<file path="src/rtl/arm_pipe_pkg.sv">
// Shared pipeline types for the ARM core: scoreboard slot layout and forwarding encodings.
package arm_pipe_pkg;

    // Slot dest field is sized for the widest register index any core variant uses.
    localparam int SB_REG_W    = 8;
    localparam int FWD_REGFILE = 0;

    typedef struct packed {
        logic                valid;
        logic                wb_en;
        logic [SB_REG_W-1:0] dest;
        logic                mem_read;
    } sb_slot_t;

    localparam sb_slot_t BUBBLE = '0;

endpackage

</file>
<file path="src/rtl/hazard_scoreboard_if.sv">
// ID-side hazard handshake: instruction descriptor in, stall and forwarding selects out.
interface hazard_scoreboard_if #(
    parameter int REG_W = 4,
    parameter int DEPTH = 3,
    parameter int SEL_W = $clog2(DEPTH),
    parameter int CNT_W = $clog2(DEPTH + 1)
) ();
    logic             freeze;
    logic             flush;
    logic             id_valid;
    logic [REG_W-1:0] id_src1;
    logic [REG_W-1:0] id_src2;
    logic             id_src1_used;
    logic             id_src2_used;
    logic             id_wb_en;
    logic [REG_W-1:0] id_dest;
    logic             id_mem_read;
    logic             stall;
    logic [SEL_W-1:0] fwd_sel1;
    logic [SEL_W-1:0] fwd_sel2;
    logic [CNT_W-1:0] pending;

    modport master (
        output freeze, flush, id_valid, id_src1, id_src2, id_src1_used, id_src2_used,
               id_wb_en, id_dest, id_mem_read,
        input  stall, fwd_sel1, fwd_sel2, pending
    );

    modport slave (
        input  freeze, flush, id_valid, id_src1, id_src2, id_src1_used, id_src2_used,
               id_wb_en, id_dest, id_mem_read,
        output stall, fwd_sel1, fwd_sel2, pending
    );
endinterface

</file>
<file path="src/rtl/hazard_scoreboard_src_match.sv">
// Compares one ID source against the in-flight writers; the WB slot is excluded because
// the register file writes through.
module src_match
    import arm_pipe_pkg::*;
#(
    parameter int REG_W = 4,
    parameter int DEPTH = 3,
    parameter int SEL_W = $clog2(DEPTH)
) (
    input  sb_slot_t [DEPTH-1:0] slots,
    input  logic [REG_W-1:0]     src,
    input  logic                 used,
    output logic                 hit_any,
    output logic                 load_hit0,
    output logic [SEL_W-1:0]     sel
);
    logic [DEPTH-2:0] match;

    always_comb begin
        match     = '0;
        hit_any   = 1'b0;
        load_hit0 = 1'b0;
        sel       = SEL_W'(FWD_REGFILE);
        for (int i = 0; i < DEPTH - 1; i++) begin
            match[i] = used & slots[i].valid & slots[i].wb_en
                     & (slots[i].dest == SB_REG_W'(src));
        end
        hit_any   = |match;
        load_hit0 = match[0] & slots[0].mem_read;
        // Walk oldest to youngest so the youngest producer wins.
        for (int i = DEPTH - 2; i >= 0; i--) begin
            if (match[i]) sel = SEL_W'(i + 1);
        end
    end
endmodule

</file>
<file path="src/rtl/hazard_scoreboard.sv">
// Shifting scoreboard of in-flight register writes between EXE and WB; raises stall for
// the ID instruction and registers EXE forwarding selects.
module hazard_scoreboard
    import arm_pipe_pkg::*;
#(
    parameter int REG_W  = 4,
    parameter int DEPTH  = 3,
    parameter int FWD_EN = 1,
    parameter int SEL_W  = $clog2(DEPTH)
) (
    input logic               clk,
    input logic               rst,
    hazard_scoreboard_if.slave sb
);
    localparam int CNT_W = $clog2(DEPTH + 1);

    sb_slot_t [DEPTH-1:0] slot_q, slot_d;
    logic [SEL_W-1:0]     fwd_sel1_q, fwd_sel1_d;
    logic [SEL_W-1:0]     fwd_sel2_q, fwd_sel2_d;
    logic [CNT_W-1:0]     pending_q, pending_d;

    logic             hit1, hit2, load_hit1, load_hit2;
    logic [SEL_W-1:0] sel1, sel2;
    logic             stall, issue;

    src_match #(.REG_W(REG_W), .DEPTH(DEPTH), .SEL_W(SEL_W)) u_match1 (
        .slots(slot_q), .src(sb.id_src1), .used(sb.id_src1_used),
        .hit_any(hit1), .load_hit0(load_hit1), .sel(sel1)
    );

    src_match #(.REG_W(REG_W), .DEPTH(DEPTH), .SEL_W(SEL_W)) u_match2 (
        .slots(slot_q), .src(sb.id_src2), .used(sb.id_src2_used),
        .hit_any(hit2), .load_hit0(load_hit2), .sel(sel2)
    );

    // Deliberately independent of flush/freeze so the IF/ID freeze path stays short.
    assign stall = sb.id_valid & ((FWD_EN != 0) ? (load_hit1 | load_hit2) : (hit1 | hit2));
    assign issue = sb.id_valid & ~stall & ~sb.flush;

    always_comb begin
        slot_d     = slot_q;
        fwd_sel1_d = fwd_sel1_q;
        fwd_sel2_d = fwd_sel2_q;
        pending_d  = pending_q;
        if (!sb.freeze) begin
            for (int i = DEPTH - 1; i > 0; i--) slot_d[i] = slot_q[i-1];
            if (issue) begin
                slot_d[0] = '{valid: 1'b1, wb_en: sb.id_wb_en,
                              dest: SB_REG_W'(sb.id_dest), mem_read: sb.id_mem_read};
            end else begin
                slot_d[0] = BUBBLE;
            end
            fwd_sel1_d = (issue && FWD_EN != 0) ? sel1 : SEL_W'(FWD_REGFILE);
            fwd_sel2_d = (issue && FWD_EN != 0) ? sel2 : SEL_W'(FWD_REGFILE);
            pending_d  = '0;
            for (int i = 0; i < DEPTH; i++) begin
                pending_d = pending_d + CNT_W'(slot_d[i].valid & slot_d[i].wb_en);
            end
        end
    end

    always_ff @(posedge clk or posedge rst) begin
        if (rst) begin
            slot_q     <= '0;
            fwd_sel1_q <= SEL_W'(FWD_REGFILE);
            fwd_sel2_q <= SEL_W'(FWD_REGFILE);
            pending_q  <= '0;
        end else begin
            slot_q     <= slot_d;
            fwd_sel1_q <= fwd_sel1_d;
            fwd_sel2_q <= fwd_sel2_d;
            pending_q  <= pending_d;
        end
    end

    assign sb.stall    = stall;
    assign sb.fwd_sel1 = fwd_sel1_q;
    assign sb.fwd_sel2 = fwd_sel2_q;
    assign sb.pending  = pending_q;
endmodule

</file>
<file path="src/flat_wrapper.sv">
// flat-port wrapper written by rule: the top's interface ports become plain ports
module hazard_scoreboard_flat import arm_pipe_pkg::*;
#(
    parameter int REG_W  = 4,
    parameter int DEPTH  = 3,
    parameter int FWD_EN = 1,
    parameter int SEL_W  = $clog2(DEPTH)
)
  (clk, rst, sb_freeze, sb_flush, sb_id_valid, sb_id_src1, sb_id_src2, sb_id_src1_used, sb_id_src2_used, sb_id_wb_en, sb_id_dest, sb_id_mem_read, sb_stall, sb_fwd_sel1, sb_fwd_sel2, sb_pending);
  hazard_scoreboard_if #(.REG_W(REG_W), .DEPTH(DEPTH), .SEL_W(SEL_W)) sb_i ();
  input logic clk;
  input logic rst;
  input wire logic [$bits(sb_i.freeze)-1:0] sb_freeze;
  input wire logic [$bits(sb_i.flush)-1:0] sb_flush;
  input wire logic [$bits(sb_i.id_valid)-1:0] sb_id_valid;
  input wire logic [$bits(sb_i.id_src1)-1:0] sb_id_src1;
  input wire logic [$bits(sb_i.id_src2)-1:0] sb_id_src2;
  input wire logic [$bits(sb_i.id_src1_used)-1:0] sb_id_src1_used;
  input wire logic [$bits(sb_i.id_src2_used)-1:0] sb_id_src2_used;
  input wire logic [$bits(sb_i.id_wb_en)-1:0] sb_id_wb_en;
  input wire logic [$bits(sb_i.id_dest)-1:0] sb_id_dest;
  input wire logic [$bits(sb_i.id_mem_read)-1:0] sb_id_mem_read;
  output wire logic [$bits(sb_i.stall)-1:0] sb_stall;
  output wire logic [$bits(sb_i.fwd_sel1)-1:0] sb_fwd_sel1;
  output wire logic [$bits(sb_i.fwd_sel2)-1:0] sb_fwd_sel2;
  output wire logic [$bits(sb_i.pending)-1:0] sb_pending;
  assign sb_i.freeze = sb_freeze;
  assign sb_i.flush = sb_flush;
  assign sb_i.id_valid = sb_id_valid;
  assign sb_i.id_src1 = sb_id_src1;
  assign sb_i.id_src2 = sb_id_src2;
  assign sb_i.id_src1_used = sb_id_src1_used;
  assign sb_i.id_src2_used = sb_id_src2_used;
  assign sb_i.id_wb_en = sb_id_wb_en;
  assign sb_i.id_dest = sb_id_dest;
  assign sb_i.id_mem_read = sb_id_mem_read;
  assign sb_stall = sb_i.stall;
  assign sb_fwd_sel1 = sb_i.fwd_sel1;
  assign sb_fwd_sel2 = sb_i.fwd_sel2;
  assign sb_pending = sb_i.pending;
  hazard_scoreboard #(.REG_W(REG_W), .DEPTH(DEPTH), .FWD_EN(FWD_EN), .SEL_W(SEL_W)) u_core (.clk(clk), .rst(rst), .sb(sb_i));
endmodule
</file>
<file path="config.mk">
export PLATFORM = sky130hd
export DESIGN_NAME = hazard_scoreboard_flat
export DESIGN_NICKNAME = d
export VERILOG_FILES = /design/src/rtl/arm_pipe_pkg.sv /design/src/rtl/hazard_scoreboard_if.sv /design/src/rtl/hazard_scoreboard_src_match.sv /design/src/rtl/hazard_scoreboard.sv /design/src/flat_wrapper.sv
export SDC_FILE = /design/constraint.sdc
export NUM_CORES = 1
export LEC_CHECK = 0
export ABC_AREA = 1
export CORE_UTILIZATION = 48
export CTS_CLUSTER_SIZE = 16
export DETAILED_ROUTE_END_ITERATION = 16
export GPL_TIMING_DRIVEN = 0
export MAX_ROUTING_LAYER = met4
export PLACE_DENSITY = 0.76
export RECOVER_POWER = 50
export SLEW_MARGIN = 10
export SYNTH_ARGS = -nofsm -noshare
export SYNTH_HDL_FRONTEND = slang
export SYNTH_HIERARCHICAL = 1
export SYNTH_SLANG_ARGS = --single-unit
</file>
<file path="constraint.sdc">
create_clock -name clk -period 1.9 [get_ports clk]
set_input_delay 0.19 -clock clk [delete_from_list [all_inputs] [get_ports clk]]
set_output_delay 0.19 -clock clk [all_outputs]
set_load 0.05 [all_outputs]
</file>
==> results.sh <==
export IMPL_startpoint_type="flip-flop"
export IMPL_hold_violations=0
export IMPL_drv_slew=0
export IMPL_start_util_pct=52.6
export IMPL_r2r_start="u_core/slot_q[1]"
export IMPL_drt_total_wl_um=3130
export IMPL_grt_max_degree=20
export IMPL_worst_pin_slew_ns=0.721
export IMPL_cts_max_path_buffers=2
export IMPL_rows=18
export IMPL_p_comb_share_pct=23.9
export IMPL_io_buffers=27
export IMPL_critical_path_slowest_cell="dfrtp_1"
export IMPL_ir_drop_mv=0.488
export IMPL_syn_inst=211
export IMPL_crit_chain="inv_1, nand2_1, nand2_1, nor2_2, nand3_1, nor2_2, nor2_4, nor2_4, buf_8"
export IMPL_drtAntennaViolNets=0
export IMPL_seqCellArea_um2=479
export IMPL_grt_first_pass_wirelength_um=4620
export IMPL_dpl_worst_slack_ns=-0.686
export IMPL_syn_to_final_growth_pct=34.6
export IMPL_routabilityCongestion=0.858
export IMPL_crit_path_start="u_core/slot_q[1]"
export IMPL_crit_buf_inv=2
export IMPL_num_vias=1389
export IMPL_status="finished, final reports clean"
export IMPL_antenna_found_initial=0
export IMPL_fin_hold_ws_ns=0.442
export IMPL_place_hpwl_um=2250
export IMPL_gr_total_overflow=0
export IMPL_drt_first_pass_iters=4
export IMPL_required_ns=1.71
export IMPL_pwr_density_cell_mw_per_mm2=471
export IMPL_cts_root_buf="clkbuf_4"
export IMPL_p_clk_share_pct=23.6
export IMPL_die_x_um=55.0
export IMPL_io_pins=28
export IMPL_min_period_ns=1.83
export IMPL_setup_viol=0
export IMPL_cts_tree="built"
export IMPL_fmax_ghz=0.545
export IMPL_max_stage_delay_ns=0.44
export IMPL_fin_skew_ns=0.00352
export IMPL_nFillCells=225
export IMPL_drive_gt1_share_pct=17.0
export IMPL_worstSetupPathType="reg -> out"
export IMPL_clkLatencyLatePin_ns=0.29
export IMPL_post_drt_wl_per_cell_um=10.6
export IMPL_finalSetupTns_ns=0
export IMPL_path_max_fanout=5
export IMPL_antenna_cells=0
export IMPL_hp_class="in -> async"
export IMPL_syn_area_per_cell_um2=6.40
export IMPL_dieArea_mm2=0.00303
export IMPL_crit_arrival_ns=1.64
export IMPL_nNetsFinal=287
export IMPL_rsz0062_at_grt="true"
export IMPL_netlist_area_mm2=0.00135
export IMPL_htree_num_levels=1
export IMPL_critPathTopFamily="simple AND/OR/NAND/NOR gates"
export IMPL_fin_crit_sh_pct=96.5
export IMPL_dpl_cell_count=283
export IMPL_stdcell_count=294
export IMPL_clock_sinks=19
export IMPL_cts_buffers_inserted=3
export IMPL_intPower_uw=601
export IMPL_p_leak_nw=0.922
export IMPL_postLayoutSetupSlackWorst_ns=0.0656
export IMPL_via_per_inst=4.72
export IMPL_grt_usage_pct=22.4
export IMPL_drt_iter0_markers=49
export IMPL_cap_violations=0
export IMPL_grt_pass1_vias=1050
export IMPL_path_clk_slew_ns=0.10
export IMPL_ys_warn_count=6
export IMPL_seq_power_share_pct=52.6
export IMPL_relSlewSlack_pct=51.9
export IMPL_multi_input_area_um2=757
export IMPL_drcViolationCount=0
export IMPL_dieHeight_um=55.0
export IMPL_switchingPower_uw=256
export IMPL_endpoint_kind="primary output"
export IMPL_switching_share_pct=29.9
export IMPL_coreArea_mm2=0.00257
## placed cells by master (no fill, tap or decap), drive strengths merged
master,n
nand4,10
conb,16
inv,37
clkbuf,6
dlygate4sd3,2
nand2,92
nand3,6
nand3b,2
fa,1
buf,13
nor2,29
clkdlybuf4s50,24
dfrtp,19
o21ai,7
## sequential cells by signal (all words and copies together) (netlist names)
signal              cells
u_core/slot_q          13
u_core/sb.pending       2
u_core/sb.fwd_sel1      2
u_core/sb.fwd_sel2      2
## layout make-up
class,instances,area share (%)
buffer,6,2.34
clock buffer,4,1.45
inverter,37,7.64
multi-input combinational,163,41.7
sequential,19,26.4
tap,30,2.07
timing repair buffer,35,18.5
## layer usage
metal	vias up	routed length [um]	global-route usage, %
met3	4	155	0.820
li1	721	-	-
met1	611	1430	30.2
met4	0	34	7.50
met2	53	1510	36.1
met5	-	0	-
## power by group through the flow
stage                     Combinational (mW)  Clock [mW]  Sequential, mW
final                                  0.204       0.202           0.450
after global placement                 0.189           0           0.458
after floorplan                        0.111           0           0.459
after global routing                   0.232       0.222           0.454
after CTS                              0.206       0.204           0.450
after detailed placement               0.193           0           0.458
## final timing paths
kind / depth (start not counted) / to / slack [ns]
worst min-delay path: 2 / u_core/slot_q[14] / 0.44
max in group asynchronous: 2 / u_core/slot_q[3] / 0.96
worst max-delay path: 9 / sb_stall / 0.07
worst max register to register: 10 / u_core/sb.pending[0] / 0.12
worst min register to register: 2 / u_core/sb.fwd_sel2[0] / 0.50
min in group clk: 3 / u_core/slot_q[1] / 0.45
## per-stage QoR
step	area (um^2)	util, %	power [mW]
floorplan	1410	-	0.570
global placement	1720	66.9	0.646
detailed placement	1720	66.9	0.651
CTS	1820	71.0	0.860
global route	1820	70.8	0.908
finish	1820	70.8	0.857
## what timing repair did
action / CTS / global route
resized for setup: 15 / 4
pin swaps: 6 / 8
setup endpoints to repair: 3 / 3
hold buffers: 0 / 0
setup buffers: 8 / 0
Note: power is estimated with default switching activity, not from simulation.
